**src/rtl/frame_diff_buf_ctrl_if.sv**
```systemverilog
// Bus bundle for frame_diff_buf_ctrl.
//   master : frame source / difference datapath side (drives vsync, valid,
//            read request and gap; receives memory controls and status)
//   slave  : frame_diff_buf_ctrl side
// Signals keep the original port names of the controller.
interface frame_diff_buf_ctrl_if #(
  parameter int unsigned ADDR_W = 19
);
  logic [1:0]        frame_gap;
  logic              pre_img_vsync;
  logic              pre_img_valid;
  logic              pre_frame_img_req;
  logic              wr_en;
  logic [1:0]        wr_bank;
  logic [ADDR_W-1:0] wr_addr;
  logic              rd_en;
  logic [1:0]        rd_bank;
  logic [ADDR_W-1:0] rd_addr;
  logic              ref_ready;
  logic              err_size;

  modport master (
    output frame_gap, pre_img_vsync, pre_img_valid, pre_frame_img_req,
    input  wr_en, wr_bank, wr_addr, rd_en, rd_bank, rd_addr, ref_ready, err_size
  );

  modport slave (
    input  frame_gap, pre_img_vsync, pre_img_valid, pre_frame_img_req,
    output wr_en, wr_bank, wr_addr, rd_en, rd_bank, rd_addr, ref_ready, err_size
  );
endinterface

```
**src/rtl/frame_diff_buf_ctrl.sv**
```systemverilog
// Frame store controller for the frame-difference datapath.
// Rotates writes of the incoming frame over a 3-bank memory and serves
// reference reads from the bank holding the frame 1 or 2 frames back.
// Ports:
//   clk, rst : clock, synchronous active-high reset
//   bus      : frame_diff_buf_ctrl_if.slave (vsync/valid/req/gap in;
//              write/read bank+address+enable, ref_ready, err_size out)
//   err_cnt  : 8-bit saturating count of err_size pulses, present only when
//              FRAME_DIFF_ERR_CNT_EN is defined
module frame_diff_buf_ctrl #(
  parameter int unsigned IMG_W  = 640,
  parameter int unsigned IMG_H  = 480,
  parameter int unsigned ADDR_W = 19
) (
  input  logic                  clk,
  input  logic                  rst,
  frame_diff_buf_ctrl_if.slave  bus
`ifdef FRAME_DIFF_ERR_CNT_EN
  ,
  output logic [7:0]            err_cnt
`endif
);

  localparam int unsigned       PIX_N     = IMG_W * IMG_H;
  localparam logic [ADDR_W-1:0] LAST_ADDR = ADDR_W'(PIX_N - 1);

  typedef enum logic [1:0] {IDLE, ACTIVE, CHECK} state_t;

  state_t            state_q, state_d;
  logic              vsync_q, vsync_d;
  logic              pend_q, pend_d;
  logic [1:0]        wr_bank_q, wr_bank_d;
  logic [1:0]        rd_bank_q, rd_bank_d;
  logic [ADDR_W-1:0] wr_addr_q, wr_addr_d;
  logic [ADDR_W-1:0] rd_addr_q, rd_addr_d;
  logic              wr_full_q, wr_full_d;   // last address already written
  logic              rd_full_q, rd_full_d;   // last address already read
  logic              ovr_q, ovr_d;
  logic              committed_q, committed_d;
  logic [1:0]        stored_q, stored_d;
  logic              ref_ready_q, ref_ready_d;
  logic              err_size_q, err_size_d;

  logic              rise, fall, active, wr_en, rd_en;
  logic [1:0]        gap_sel, next_bank;
  logic [2:0]        rd_sum;

  always_comb begin
    rise      = bus.pre_img_vsync & ~vsync_q;
    fall      = ~bus.pre_img_vsync & vsync_q;
    active    = (state_q == ACTIVE);
    wr_en     = bus.pre_img_valid & active & ~wr_full_q;
    rd_en     = bus.pre_frame_img_req & active & ref_ready_q & ~rd_full_q;
    gap_sel   = (bus.frame_gap == 2'd2) ? 2'd2 : 2'd1;
    next_bank = committed_q ? ((wr_bank_q == 2'd2) ? 2'd0 : wr_bank_q + 2'd1) : wr_bank_q;
    rd_sum    = {1'b0, next_bank} + 3'd3 - {1'b0, gap_sel};

    state_d     = state_q;
    vsync_d     = bus.pre_img_vsync;
    pend_d      = pend_q;
    wr_bank_d   = wr_bank_q;
    rd_bank_d   = rd_bank_q;
    wr_addr_d   = wr_addr_q;
    rd_addr_d   = rd_addr_q;
    wr_full_d   = wr_full_q;
    rd_full_d   = rd_full_q;
    ovr_d       = ovr_q;
    committed_d = committed_q;
    stored_d    = stored_q;
    ref_ready_d = ref_ready_q;
    err_size_d  = 1'b0;

    unique case (state_q)
      IDLE: begin
        if (rise || pend_q) begin
          state_d     = ACTIVE;
          pend_d      = 1'b0;
          wr_bank_d   = next_bank;
          rd_bank_d   = (rd_sum >= 3'd3) ? 2'(rd_sum - 3'd3) : rd_sum[1:0];
          ref_ready_d = (stored_q >= gap_sel);
          wr_addr_d   = '0;
          rd_addr_d   = '0;
          wr_full_d   = 1'b0;
          rd_full_d   = 1'b0;
          ovr_d       = 1'b0;
        end
      end
      ACTIVE: begin
        // Full flag stands in for "count reached IMG_W*IMG_H" while the
        // address itself saturates at the last pixel.
        if (wr_en) begin
          if (wr_addr_q == LAST_ADDR) wr_full_d = 1'b1;
          else                        wr_addr_d = wr_addr_q + 1'b1;
        end
        if (bus.pre_img_valid && wr_full_q) ovr_d = 1'b1;
        if (rd_en) begin
          if (rd_addr_q == LAST_ADDR) rd_full_d = 1'b1;
          else                        rd_addr_d = rd_addr_q + 1'b1;
        end
        if (fall) state_d = CHECK;
      end
      CHECK: begin
        state_d = IDLE;
        pend_d  = rise;
        if (wr_full_q && !ovr_q) begin
          committed_d = 1'b1;
          stored_d    = (stored_q == 2'd2) ? 2'd2 : stored_q + 2'd1;
        end else begin
          committed_d = 1'b0;
          err_size_d  = 1'b1;
          stored_d    = 2'd0;
          ref_ready_d = 1'b0;
        end
      end
      default: state_d = IDLE;
    endcase
  end

`ifdef FRAME_DIFF_ERR_CNT_EN
  logic [7:0] err_cnt_q, err_cnt_d;
  always_comb begin
    err_cnt_d = err_cnt_q;
    if (err_size_d && (err_cnt_q != 8'hFF)) err_cnt_d = err_cnt_q + 8'd1;
  end
  always_ff @(posedge clk) begin
    if (rst) err_cnt_q <= '0;
    else     err_cnt_q <= err_cnt_d;
  end
  assign err_cnt = err_cnt_q;
`endif

  always_ff @(posedge clk) begin
    if (rst) begin
      state_q     <= IDLE;
      // Reset high so a vsync already high at reset release is not taken
      // as a frame start; the rest of that frame is ignored.
      vsync_q     <= 1'b1;
      pend_q      <= 1'b0;
      wr_bank_q   <= '0;
      rd_bank_q   <= '0;
      wr_addr_q   <= '0;
      rd_addr_q   <= '0;
      wr_full_q   <= 1'b0;
      rd_full_q   <= 1'b0;
      ovr_q       <= 1'b0;
      committed_q <= 1'b0;
      stored_q    <= '0;
      ref_ready_q <= 1'b0;
      err_size_q  <= 1'b0;
    end else begin
      state_q     <= state_d;
      vsync_q     <= vsync_d;
      pend_q      <= pend_d;
      wr_bank_q   <= wr_bank_d;
      rd_bank_q   <= rd_bank_d;
      wr_addr_q   <= wr_addr_d;
      rd_addr_q   <= rd_addr_d;
      wr_full_q   <= wr_full_d;
      rd_full_q   <= rd_full_d;
      ovr_q       <= ovr_d;
      committed_q <= committed_d;
      stored_q    <= stored_d;
      ref_ready_q <= ref_ready_d;
      err_size_q  <= err_size_d;
    end
  end

  always_comb begin
    bus.wr_en     = wr_en;
    bus.wr_bank   = wr_bank_q;
    bus.wr_addr   = wr_addr_q;
    bus.rd_en     = rd_en;
    bus.rd_bank   = rd_bank_q;
    bus.rd_addr   = rd_addr_q;
    bus.ref_ready = ref_ready_q;
    bus.err_size  = err_size_q;
  end

endmodule
```
**src/flat_wrapper.sv**
```systemverilog
// flat-port wrapper written by rule: the top's interface ports become plain ports
module frame_diff_buf_ctrl_flat 
#(
  parameter int unsigned IMG_W  = 640,
  parameter int unsigned IMG_H  = 480,
  parameter int unsigned ADDR_W = 19
)
  (clk, rst, bus_frame_gap, bus_pre_img_vsync, bus_pre_img_valid, bus_pre_frame_img_req, bus_wr_en, bus_wr_bank, bus_wr_addr, bus_rd_en, bus_rd_bank, bus_rd_addr, bus_ref_ready, bus_err_size);
  frame_diff_buf_ctrl_if #(.ADDR_W(ADDR_W)) bus_i ();
  input  logic clk;
  input  logic rst;
  input wire logic [$bits(bus_i.frame_gap)-1:0] bus_frame_gap;
  input wire logic [$bits(bus_i.pre_img_vsync)-1:0] bus_pre_img_vsync;
  input wire logic [$bits(bus_i.pre_img_valid)-1:0] bus_pre_img_valid;
  input wire logic [$bits(bus_i.pre_frame_img_req)-1:0] bus_pre_frame_img_req;
  output wire logic [$bits(bus_i.wr_en)-1:0] bus_wr_en;
  output wire logic [$bits(bus_i.wr_bank)-1:0] bus_wr_bank;
  output wire logic [$bits(bus_i.wr_addr)-1:0] bus_wr_addr;
  output wire logic [$bits(bus_i.rd_en)-1:0] bus_rd_en;
  output wire logic [$bits(bus_i.rd_bank)-1:0] bus_rd_bank;
  output wire logic [$bits(bus_i.rd_addr)-1:0] bus_rd_addr;
  output wire logic [$bits(bus_i.ref_ready)-1:0] bus_ref_ready;
  output wire logic [$bits(bus_i.err_size)-1:0] bus_err_size;
  assign bus_i.frame_gap = bus_frame_gap;
  assign bus_i.pre_img_vsync = bus_pre_img_vsync;
  assign bus_i.pre_img_valid = bus_pre_img_valid;
  assign bus_i.pre_frame_img_req = bus_pre_frame_img_req;
  assign bus_wr_en = bus_i.wr_en;
  assign bus_wr_bank = bus_i.wr_bank;
  assign bus_wr_addr = bus_i.wr_addr;
  assign bus_rd_en = bus_i.rd_en;
  assign bus_rd_bank = bus_i.rd_bank;
  assign bus_rd_addr = bus_i.rd_addr;
  assign bus_ref_ready = bus_i.ref_ready;
  assign bus_err_size = bus_i.err_size;
  frame_diff_buf_ctrl #(.IMG_W(IMG_W), .IMG_H(IMG_H), .ADDR_W(ADDR_W)) u_core (.clk(clk), .rst(rst), .bus(bus_i));
endmodule
```
**config.mk**
```make
export PLATFORM = sky130hd
export DESIGN_NAME = frame_diff_buf_ctrl_flat
export DESIGN_NICKNAME = d
export VERILOG_FILES = /design/src/rtl/frame_diff_buf_ctrl_if.sv /design/src/rtl/frame_diff_buf_ctrl.sv /design/src/flat_wrapper.sv
export SDC_FILE = /design/constraint.sdc
export NUM_CORES = 1
export LEC_CHECK = 0
export ABC_AREA = 1
export BUFFER_PORTS_ARGS = -buffer_cell sky130_fd_sc_hd__clkbuf_2
export CAP_MARGIN = 20
export CORE_UTILIZATION = 45
export DETAILED_ROUTE_END_ITERATION = 16
export HOLD_SLACK_MARGIN = 0.12
export PLACE_DENSITY = 0.74
export REMOVE_ABC_BUFFERS = 1
export SETUP_SLACK_MARGIN = 0.02
export SLEW_MARGIN = 40
export SYNTH_ARGS = -nofsm -noshare
export SYNTH_HDL_FRONTEND = slang
export SYNTH_SLANG_ARGS = --single-unit
```
**constraint.sdc**
```tcl
create_clock -name clk -period 4.1 [get_ports clk]
set_clock_uncertainty 0.1 [all_clocks]
set_input_delay 1.23 -clock clk [delete_from_list [all_inputs] [get_ports clk]]
set_output_delay 1.23 -clock clk [all_outputs]
set_load 0.01 [all_outputs]
```
Yosys cells after proc, flatten, opt, wreduce, memory -nomap -nowiden
Index checks and enable logic that the tools add are counted.
- flip-flop bits (word level): 54
- input bits: 7
- output and inout port bits: 46
- logic and storage cells: 100
- add/subtract/negate cells: 7
- order comparisons: 2
- equality and inequality tests: 17
- mux-type cells: 31
- bitwise logic cells: 12
- reductions and logical operators: 17
- operators with widths (kind ; number):
    $mux W19 ; 5
    $pmux W19 S2 ; 2
    $add A19 B1 Y19 const B ; 2
    $eq A19 B19 Y1 const B ; 2
    $mux W2 ; 8
    $ne A2 B2 Y1 const B ; 8
    $reduce_and A4 Y1 ; 4
    $mux W1 ; 10
    $pmux W1 S2 ; 5
    $eq A2 B2 Y1 const B ; 4
    $and A1 B1 Y1 ; 7
    $reduce_and A2 Y1 ; 3
    $reduce_and A3 Y1 ; 2
    $not A1 Y1 ; 5
    $add A2 B1 Y2 const B ; 2
    $ne A2 B1 Y1 const B ; 2
    $pmux W2 S2 ; 1
    $reduce_bool A2 Y1 ; 2
    $add A2 B2 Y3 const B ; 1
    $ge A3 B2 Y1 const B ; 1
    $sub A3 B2 Y3 ; 1
    $eq A2 B1 Y1 const B ; 1
    $ge A2 B2 Y1 ; 1
    $logic_and A1 B1 Y1 ; 2
    5 further kinds ; 5

Depth between registers and ports, before layout
Gate-level depths: netlist (run 1).
- depth in word-level cells: 7
- depth in mapped cells: 12

Worst setup path before layout (run 1)
OpenSTA, ideal clock, no wires.
- path kind: input-to-reg
- start: in bus_frame_gap[1]
- end: reg u_core.rd_bank_q[1], in the netlist u_core.bus.rd_bank[1]
- arrival time: 2.682 ns
- path slack: 1.247 ns
- stages on the path: 10
- buffers on the path: 0
- path through: inv_1 > nor2_1 > ha_1 > fa_1 > ha_1 > nor2_1 > o21ai_0 > o21ai_0 > nand2_1 > a21oi_1
- word-level cells in the longest chain between the ends: 5
- ends and longest elaborated chain (what ; line ; source):
    start, declared ; flat_wrapper.sv:12 ; input wire logic [$bits(bus_i.frame_gap)-1:0] bus_frame_gap;
    $eq A2 B2 Y1 * ; frame_diff_buf_ctrl.sv:54 ; gap_sel = (bus.frame_gap == 2'd2) ? 2'd2 : 2'd1;
    $mux W2 * ; frame_diff_buf_ctrl.sv:54 ;
    $sub A3 B2 Y3 * ; frame_diff_buf_ctrl.sv:56 ; rd_sum = {1'b0, next_bank} + 3'd3 - {1'b0, gap_sel};
    $ge A3 B2 Y1 / $sub A2 B2 Y2 (equally long branches) ; frame_diff_buf_ctrl.sv:79 ; rd_bank_d = (rd_sum >= 3'd3) ? 2'(rd_sum - 3'd3) : rd_sum[1:0];
    $mux W2 * ; frame_diff_buf_ctrl.sv:79 ;
    end signal, assigned ; frame_diff_buf_ctrl.sv:155 ; rd_bank_q <= rd_bank_d;
    end, declared ; frame_diff_buf_ctrl.sv:33 ; logic [1:0] rd_bank_q, rd_bank_d;
Every way passes the cells marked *; elsewhere a longest branch is shown, timed or not.
A chain may end at the register's enable or synchronous reset.

Worst setup path after layout (run 1)
- start: reg u_core.state_q[0]
- end: out bus_rd_en
- word-level cells in the longest chain between the ends: 4
- ends and longest elaborated chain (what ; line ; source):
    start, declared ; frame_diff_buf_ctrl.sv:29 ; state_t state_q, state_d;
    start signal, assigned ; frame_diff_buf_ctrl.sv:151 ; state_q <= state_d;
    $eq A2 B1 Y1 ; frame_diff_buf_ctrl.sv:51 ; active = (state_q == ACTIVE);
    $and A1 B1 Y1 (3 in a row) ; frame_diff_buf_ctrl.sv:53 ; rd_en = bus.pre_frame_img_req & active & ref_ready_q & ~rd_full_q;
    end, declared ; flat_wrapper.sv:19 ; output wire logic [$bits(bus_i.rd_en)-1:0] bus_rd_en;
Every way passes these cells.

==> results of run 1 <==
layer usage:
metal,up-vias,routed length [um],GRT usage
met4,0,86,0.0601
met5,-,0,0
met2,141,4030,0.389
li1,1817,-,-
met3,7,668,0.0420
met1,1619,3890,0.314
through the flow:
step	util	power (uW)
6_report	0.526	1060
4_1_cts	0.526	1060
3_3_place_gp	0.507	611
2_1_floorplan	-	586
5_1_grt	0.526	1090
3_5_place_dp	0.507	613
layout by cell type, fill, tap and decap left out, types with 2 or more instances in the layout:
| cell | count |
|---|---|
| sky130_fd_sc_hd__nand2_1 | 159 |
| sky130_fd_sc_hd__nor2_2 | 5 |
| sky130_fd_sc_hd__nor2_4 | 3 |
| sky130_fd_sc_hd__o21ai_0 | 15 |
| sky130_fd_sc_hd__nor3_1 | 6 |
| sky130_fd_sc_hd__clkbuf_2 | 52 |
| sky130_fd_sc_hd__nand2_2 | 4 |
| sky130_fd_sc_hd__nand3_1 | 61 |
| sky130_fd_sc_hd__nand2_4 | 2 |
| sky130_fd_sc_hd__xor2_1 | 3 |
| sky130_fd_sc_hd__nand4_1 | 12 |
| sky130_fd_sc_hd__a21oi_1 | 25 |
| sky130_fd_sc_hd__buf_4 | 2 |
| sky130_fd_sc_hd__nand3b_1 | 4 |
| sky130_fd_sc_hd__o22ai_1 | 2 |
| sky130_fd_sc_hd__ha_1 | 5 |
| sky130_fd_sc_hd__bufinv_16 | 2 |
| sky130_fd_sc_hd__dfxtp_1 | 54 |
| sky130_fd_sc_hd__a21oi_2 | 2 |
| sky130_fd_sc_hd__nor2_1 | 75 |
| sky130_fd_sc_hd__clkbuf_8 | 6 |
| sky130_fd_sc_hd__inv_1 | 78 |
| sky130_fd_sc_hd__o21ai_1 | 4 |
| sky130_fd_sc_hd__inv_2 | 5 |
report_power, final:
part,switching (uW),total (uW),internal [uW]
sequential,4.37,532,528
combinational,51.3,70.0,18.7
clock,193,453,261
tightest hold or removal path: stages, from the launching register on:
cell and delay (ps):
sky130_fd_sc_hd__dfxtp_1 330, sky130_fd_sc_hd__inv_1 60, sky130_fd_sc_hd__nor3_1 40
kinds of logic after synthesis:
family | synth area share
XOR/XNOR | 0.00782
AO/OA/AOI/OAI | 0.0864
adder cells (fa/ha/maj) | 0.0246
buffers and inverters | 0.118
AND/OR/NAND/NOR | 0.442
flip-flops | 0.322
state kept, by name (all words and copies together), names as in the netlist:
| register | count |
|---|---|
| u_core.bus.rd_addr | 19 |
| u_core.bus.wr_addr | 19 |
| u_core.bus.rd_bank | 2 |
| u_core.bus.wr_bank | 2 |
| u_core.state_q | 2 |
| u_core.stored_q | 2 |
| u_core.bus.err_size | 1 |
| u_core.bus.ref_ready | 1 |
| u_core.committed_q | 1 |
| u_core.ovr_q | 1 |
| u_core.pend_q | 1 |
| u_core.rd_full_q | 1 |
| u_core.vsync_q | 1 |
| u_core.wr_full_q | 1 |
area by class of cell:
cell class	instances	area, um2	area share
multi-input cells	397	1880	0.493
repair buffers	54	275	0.0721
clock inverters	2	60.1	0.0157
well taps	99	124	0.0324
clock buffers	6	82.6	0.0216
flip-flops and latches	54	1080	0.283
inverters	83	312	0.0816
path summary, 6_finish.rpt:
| check | end | slack (ps) | cells past startpoint |
|---|---|---|---|
| max | bus_rd_en | 980 | 5 |
| min | u_core.state_q[1] | 360 | 2 |
| max reg2reg | u_core.bus.rd_addr[5] | 1550 | 9 |
| min reg2reg | u_core.state_q[1] | 360 | 2 |
==> flow_metrics.tcl, run 1 <==
set metrics [dict create \
    quantity_of_i_o_buffers_inserted_on_ports 52 \
    cp-start-kind "register" \
    critPathTopFamily "simple AND/OR/NAND/NOR gates" \
    detailroute.via_count 3584 \
    clkTransAtPathRegs_ps 110 \
    grt_overflow_total 0 \
    grt_util_all_layers 0.234 \
    die-height_um 88.4 \
    result_of_the_run "finished clean" \
    route.antenna.remaining_nets 0 \
    max-slew-margin-rel 0.481 \
    cts_made_buffers 5 \
    route.detailed.vias_per_inst 5.16 \
    synthCells 547 \
    synth_cell_type_count 36 \
    worst_slack_ps 983 \
    setup.worst_path.class "reg2out" \
    dp_hpwl_um 6280 \
    synthesis.area_per_instance_um2 6.14 \
    maximum_number_of_pins_on_one_net_before_global_route_repair 23 \
    preCtsSetupSlack_ps 906 \
    cts_sinks 54 \
    critical_path.startpoint "u_core.state_q[0]" \
    vdd_ir_drop_max_uv 140 \
    grt_pass1_wl_um 14400 \
    synth_enable_flop_cells 0 \
    setup.worst_path.end_class "primary output" \
    power_per_cell_area_nw_per_um2 276 \
    post_synthesis_sequential_area_ratio 0.322 \
    final_max_slew_viol_count 0 \
    synthTopCellsByArea "sky130_fd_sc_hd__dfxtp_1 (32%), sky130_fd_sc_hd__nand2_1 (18%), sky130_fd_sc_hd__nand3_1 (9.1%)" \
    cp_max_fo 12 \
    dpl.cell_count 687 \
    worstPathRequired_ps 2770 \
    nNetsFinal 608 \
    hold_violations 0 \
    ys_seq_elements 54 \
    finalWorstPathRequiredPeriod_ps 3120 \
    layout-drive-gt1-share 0.146 \
    number_of_drc_violations_after_detailed_routing_iteration_0 269 \
    filler_cells 721 \
    top_cell_type_by_total_area_after_synthesis "sky130_fd_sc_hd__dfxtp_1" \
    drv.max_cap_violation_count 0 \
    avgRoutedWirePerCell_um 12.5 \
    count_of_inserted_antenna_diode_cells 0 \
    worst-slew-pin-transition_ps 778 \
    cts_root_buf "sky130_fd_sc_hd__clkbuf_8" \
    die_area_um2 7820 \
    drt_wl_total_um 8670 \
    post-route-period-util 0.760 \
    grt_pass1_vias 3157 \
    critPathBufInv 3 \
    drt_pass1_iterations 5 \
    number_of_standard_cell_rows_in_the_floorplan 31 \
    crit_path_cell_trace "inv_1, nor2_2, nand4_1, inv_1, clkbuf_2" \
    yosys-top-cells-count "sky130_fd_sc_hd__nand2_1 (159), sky130_fd_sc_hd__inv_1 (78), sky130_fd_sc_hd__nor2_1 (75)" \
    clk_path_buf_depth 2 \
    gpl.final_weighted_congestion 0.983 \
    mappedNetlistArea_um2 3360 \
    drcViolationCount 0 \
    post_layout_nonfiller_instances 695 \
    core_um2 7250 \
    postSynth.topFlopCell "sky130_fd_sc_hd__dfxtp_1" \
    hold_path_startpoint "u_core.vsync_q" \
    synth.most_common_cell "sky130_fd_sc_hd__nand2_1" \
    flow.area_growth_from_synthesis_pct 13.6 \
    max_stage_delay_ps 510 \
    highest_delay_cell_along_the_critical_path "sky130_fd_sc_hd__nor2_2" \
    grt_antenna_before_repair 0 \
    max_freq_ghz 0.321 \
    placed_cell_area_um2 3680 \
    setup-violations-final 0 \
    synthDominantCellAreaShare 0.322 \
    critical_path.reg2reg.startpoint "u_core.state_q[0]" \
    fin_setup_tns_ps 0 \
    critical_path.most_common_cell "sky130_fd_sc_hd__inv_1" \
    rsz0062_at_grt "no" \
    die_width_um 88.4 \
    p_leak_uw 0.00171 \
    floorplan.initialDensity 0.463 \
    cts_tree "built" \
    postCtsHoldBufs 0 \
    final_area_um2 3820 \
    whs_ps 361 \
    clk-insertion-delay-late_ps 320 \
    hold_class "reg2reg" \
    cts-htree-levels 2 \
    cts_setup_buffers 0 \
    synthesis.yosys.warnings 0 \
    io-pin-count 53 \
    arrival_ps 1790 \
    asyncSetResetFlopFracSynth 0 \
    cts_resized 0 \
]
(Power assumes the default switching activity.)
==> run 2, diff against run 1 <==
- PLACE_DENSITY: 0.74 -> 0.76
- clock period: 4.1 -> 2.6 ns (I/O delays scaled with it)
==> flow_metrics.tcl, run 2 (same netlist as run 1, synthesis figures left out) <==
set metrics [dict create \
    critPathTopFamily "adder cells" \
    r2r_setup_slack_ps 360 \
    most_frequent_cells_in_the_layout "sky130_fd_sc_hd__nand2_1 (159), sky130_fd_sc_hd__inv_1 (78), sky130_fd_sc_hd__nor2_1 (75), sky130_fd_sc_hd__nand3_1 (61), sky130_fd_sc_hd__dfxtp_1 (54)" \
    arrival_ps 2460 \
    report.power.total_uw 1450 \
    detailroute.via_count 3541 \
    die_area_um2 7820 \
    critPathBufInv 2 \
    die-height_um 88.4 \
    p_leak_uw 0.00173 \
    highest_delay_cell_along_the_critical_path "sky130_fd_sc_hd__fa_1" \
    core_um2 7250 \
    setup.worst_path.end_class "register" \
    cp_max_fo 3 \
    count_of_inserted_antenna_diode_cells 0 \
    max-slew-margin-rel 0.717 \
    post-route-period-util 0.894 \
    route.detailed.vias_per_inst 5.03 \
    nNetsFinal 617 \
    route.antenna.remaining_nets 0 \
    max_freq_ghz 0.430 \
    setup-violations-final 0 \
    grt_pass1_wl_um 14200 \
    number_of_standard_cell_rows_in_the_floorplan 31 \
    hold_violations 0 \
    worst_slack_ps 276 \
    layout-drive-gt1-share 0.157 \
    dp_hpwl_um 6500 \
    crit_path_cell_trace "clkbuf_2, inv_1, nor2_1, ha_1, fa_1, ha_1, nor2_1, o21ai_0, o21ai_1, nand2_1, a21oi_1" \
    flow.area_growth_from_synthesis_pct 14.3 \
    critical_path.reg2reg.startpoint "u_core.bus.wr_bank[0]" \
    rsz0062_at_grt "no" \
    cts_sinks 54 \
    dpl.cell_count 696 \
    floorplan.initialDensity 0.463 \
    drt_wl_total_um 8610 \
    layout.cells.most_common "sky130_fd_sc_hd__nand2_1" \
    post_layout_nonfiller_instances 704 \
    min_path_cells 2 \
    io-pin-count 53 \
    clk_path_buf_depth 2 \
    grt_antenna_before_repair 0 \
    final_max_slew_viol_count 0 \
    worstPathRequired_ps 2740 \
    max_stage_delay_ps 430 \
    hold_class "reg2reg" \
    min_delay_worst_endpoint "u_core.state_q[1]" \
    avgRoutedWirePerCell_um 12.2 \
    drcViolationCount 0 \
    hold_path_startpoint "u_core.vsync_q" \
    die_width_um 88.4 \
    setup.worst_path.class "in2reg" \
    drv.max_cap_violation_count 0 \
    quantity_of_i_o_buffers_inserted_on_ports 52 \
    drt_pass1_iterations 5 \
    result_of_the_run "finished clean" \
    cp-start-kind "primary input" \
    grt_util_all_layers 0.230 \
    power_per_cell_area_nw_per_um2 377 \
    cts_made_buffers 5 \
    cts-htree-levels 2 \
    grt_overflow_total 0 \
    finalWorstPathRequiredPeriod_ps 2320 \
    grt_pass1_vias 3169 \
    cts_root_buf "sky130_fd_sc_hd__clkbuf_8" \
    vdd_ir_drop_max_uv 184 \
    gpl.final_weighted_congestion 0.981 \
    preCtsSetupSlack_ps -73.9 \
    clkTransAtPathRegs_ps 90 \
    cts_tree "built" \
    number_of_drc_violations_after_detailed_routing_iteration_0 212 \
    reg2reg_to "u_core.bus.rd_bank[1]" \
    clk-insertion-delay-late_ps 310 \
    timing.reg2reg.worst_path_depth 11 \
    worst-slew-pin-transition_ps 424 \
    critical_path.startpoint "bus_frame_gap[1]" \
    maximum_number_of_pins_on_one_net_before_global_route_repair 17 \
]
run 2: worst min-delay path, stage by stage (launching register included):
cell and delay, ps:
sky130_fd_sc_hd__dfxtp_1 320, sky130_fd_sc_hd__inv_1 60, sky130_fd_sc_hd__nor3_1 40
run 2: report_power, final:
group          switching (uW)  internal, uW  leakage, uW
registers                6.57           832     0.000436
logic                    81.2          36.2      0.00125
clock network             276           216    0.0000482
total                     364          1080      0.00173
run 2: metal layers:
layer / vias up / wire [um] / track usage
met5: - / 0 / 0
li1: 1837 / - / -
met4: 0 / 114 / 0.0601
met3: 12 / 535 / 0.0420
met2: 109 / 4130 / 0.409
met1: 1583 / 3840 / 0.286
run 2: worst max path at each step:
stage | endpoint | slack (ps) | cells past startpoint
floorplan | u_core.bus.rd_bank[1] | 200 | 10
global placement | u_core.bus.rd_bank[1] | 70 | 11
detailed placement | u_core.bus.rd_bank[1] | -70 | 11
CTS | bus_rd_en | 170 | 5
global route | u_core.bus.rd_bank[1] | 50 | 11
finish | u_core.bus.rd_bank[1] | 280 | 11
run 2: area by class of cell:
| class | count | area [um2] |
|---|---|---|
| flip-flops and latches | 54 | 1080 |
| inverters | 83 | 312 |
| fillers | 752 | 3410 |
| repair buffers | 63 | 343 |
| well taps | 99 | 124 |
| multi-input cells | 397 | 1890 |
| clock inverters | 1 | 5.00 |
| clock buffers | 7 | 86.3 |
run 2: what timing repair did:
item,in CTS,in global routing
setup endpoints to repair,0,2
hold buffers,0,0
resized for setup,0,3
buffers inserted,0,0
run 2: through the flow:
stage	setup TNS [ps]	hold WS [ps]	cell area (um2)	util
finish	0	368	3840	0.529
CTS	0	368	3830	0.529
detailed placement	-82.1	355	3740	0.516
floorplan	0	330	3280	-
global route	0	390	3840	0.529
global placement	0	337	3740	0.516
==> run 3, diff against run 2 <==
- BUFFER_PORTS_ARGS: -buffer_cell sky130_fd_sc_hd__clkbuf_2 -> not set
- DONT_BUFFER_PORTS: not set -> 1
- PLACE_DENSITY: 0.76 -> 0.7
==> flow_metrics.tcl, run 3 (same netlist as run 1, synthesis figures left out) <==
set metrics [dict create \
    result_of_the_run "finished clean" \
    crit_path_end "u_core.bus.rd_bank[1]" \
    critPathBufInv 1 \
    grt_overflow_total 0 \
    flow.area_growth_from_synthesis_pct 8.30 \
    layout.cells.most_common "sky130_fd_sc_hd__nand2_1" \
    cts_sinks 54 \
    number_of_drc_violations_after_detailed_routing_iteration_0 177 \
    layout.area.seq_um2 1080 \
    setup.worst_path.end_class "register" \
    drcViolationCount 0 \
    worst-slew-pin-transition_ps 399 \
    drt_wl_total_um 8670 \
    filler_cells 740 \
    cp-start-kind "register" \
    clk_path_buf_depth 2 \
    most_frequent_cells_in_the_layout "sky130_fd_sc_hd__nand2_1 (159), sky130_fd_sc_hd__inv_1 (78), sky130_fd_sc_hd__nor2_1 (75), sky130_fd_sc_hd__nand3_1 (61), sky130_fd_sc_hd__dfxtp_1 (53)" \
    drv.max_cap_violation_count 0 \
    arrival_ps 2490 \
    clkTransAtPathRegs_ps 110 \
    gpl.final_weighted_congestion 0.891 \
    final_area_um2 3640 \
    setup.worst_path.class "reg2reg" \
    max_stage_delay_ps 470 \
    grt_pass1_wl_um 13800 \
    post-route-period-util 0.894 \
    critical_path_depth_in_cells 11 \
    cts-htree-levels 2 \
    drt_pass1_iterations 4 \
    rsz0062_at_grt "no" \
    quantity_of_i_o_buffers_inserted_on_ports 0 \
    cts_made_buffers 5 \
    max-slew-margin-rel 0.733 \
    hold_violations 0 \
    highest_delay_cell_along_the_critical_path "sky130_fd_sc_hd__fa_1" \
    vdd_ir_drop_max_uv 200 \
    critical_path.reg2reg.startpoint "u_core.bus.wr_bank[0]" \
    grt_pass1_vias 3025 \
    cts_root_buf "sky130_fd_sc_hd__clkbuf_8" \
    cp_max_fo 3 \
    reg2reg_to "u_core.bus.rd_bank[1]" \
    crit_path_cell_trace "inv_1, nand3_1, o21ai_1, ha_1, fa_1, ha_1, nor2_1, o21ai_0, o21ai_0, nand2_1, a21oi_1" \
    worstPathRequired_ps 2760 \
    core_um2 7250 \
    setup-violations-final 0 \
    floorplan.initialDensity 0.463 \
    power_per_cell_area_nw_per_um2 401 \
    cts_tree "built" \
    multi_input_area_um2 1880 \
    placed_cell_area_um2 3540 \
    r2r_setup_slack_ps 270 \
    clk-insertion-delay-late_ps 320 \
    die_area_um2 7820 \
    p_leak_uw 0.00154 \
    detailroute.via_count 3360 \
    nNetsFinal 573 \
    final_max_slew_viol_count 0 \
    io-pin-count 53 \
    count_of_inserted_antenna_diode_cells 0 \
    max_freq_ghz 0.430 \
    whs_ps 369 \
    avgRoutedWirePerCell_um 13.1 \
    timing.reg2reg.worst_path_depth 11 \
    route.detailed.vias_per_inst 5.09 \
    die_width_um 88.4 \
    maximum_number_of_pins_on_one_net_before_global_route_repair 23 \
    number_of_standard_cell_rows_in_the_floorplan 31 \
    route.antenna.remaining_nets 0 \
    die-height_um 88.4 \
    critical_path.startpoint "u_core.bus.wr_bank[0]" \
    worst_slack_ps 275 \
    finalWorstPathRequiredPeriod_ps 2330 \
    hold_class "reg2reg" \
    preCtsSetupSlack_ps -38.0 \
    dp_hpwl_um 6390 \
    critPathTopFamily "adder cells" \
    grt_util_all_layers 0.228 \
    grt_antenna_before_repair 0 \
    layout-drive-gt1-share 0.0945 \
]
==> run 3: final cells by class <==
type,count,share of cell area
clock buffer,5,0.0189
clock inverter,3,0.00722
inverter,83,0.0856
multi-input combinational,397,0.518
sequential,54,0.297
tap,99,0.0340
timing repair buffer,19,0.0392
==> run 3: metal layers <==
layer,share of wire,global-route usage,vias up
met1,0.44,0.277,1506
met5,0,0,-
met3,0.071,0.0578,12
li1,-,-,1744
met2,0.48,0.392,98
met4,0.012,0.0777,0
==> run 3: worst min path at each step <==
stage              startpoint            endpoint  slack [ps]  cells after the start
3_5_place_dp   u_core.vsync_q   u_core.state_q[1]         360                      2
5_1_grt                   rst  u_core.stored_q[1]         390                      1
3_3_place_gp   u_core.vsync_q   u_core.state_q[1]         340                      2
4_1_cts        u_core.vsync_q   u_core.state_q[1]         370                      2
2_1_floorplan  u_core.vsync_q   u_core.state_q[1]         330                      2
6_report       u_core.vsync_q   u_core.state_q[1]         370                      2
==> run 3: what timing repair did <==
action,4_1_cts,5_1_grt
buffers inserted,0,0
gates resized for setup,0,2
hold buffers,0,0
endpoints found under the setup margin,0,1
==> run 3: worst register-to-register path, delay by kind of cell, from the launching register on <==
| kind | cells | cell delay [ps] |
|---|---|---|
| buffers and inverters | 1 | 90 |
| DFF | 1 | 420 |
| AOI/OAI and AO/OA | 4 | 560 |
| and+or+nand+nor | 3 | 220 |
| adders and majority gates | 3 | 890 |
==> run 3: through the flow <==
stage	std cells	TNS, ps	power, uW	utilization
floorplan	534	0	924	-
global placement	652	0	958	0.489
detailed placement	652	-38.0	960	0.489
CTS	660	0	1480	0.502
global route	660	0	1520	0.502
finish	660	0	1460	0.502
==> run 3: power breakdown <==
part | leakage [uW] | switching (uW) | internal [uW]
registers | 0.000436 | 5.57 | 833
clock network | 0.0000495 | 318 | 201
logic | 0.00105 | 72.5 | 30.9
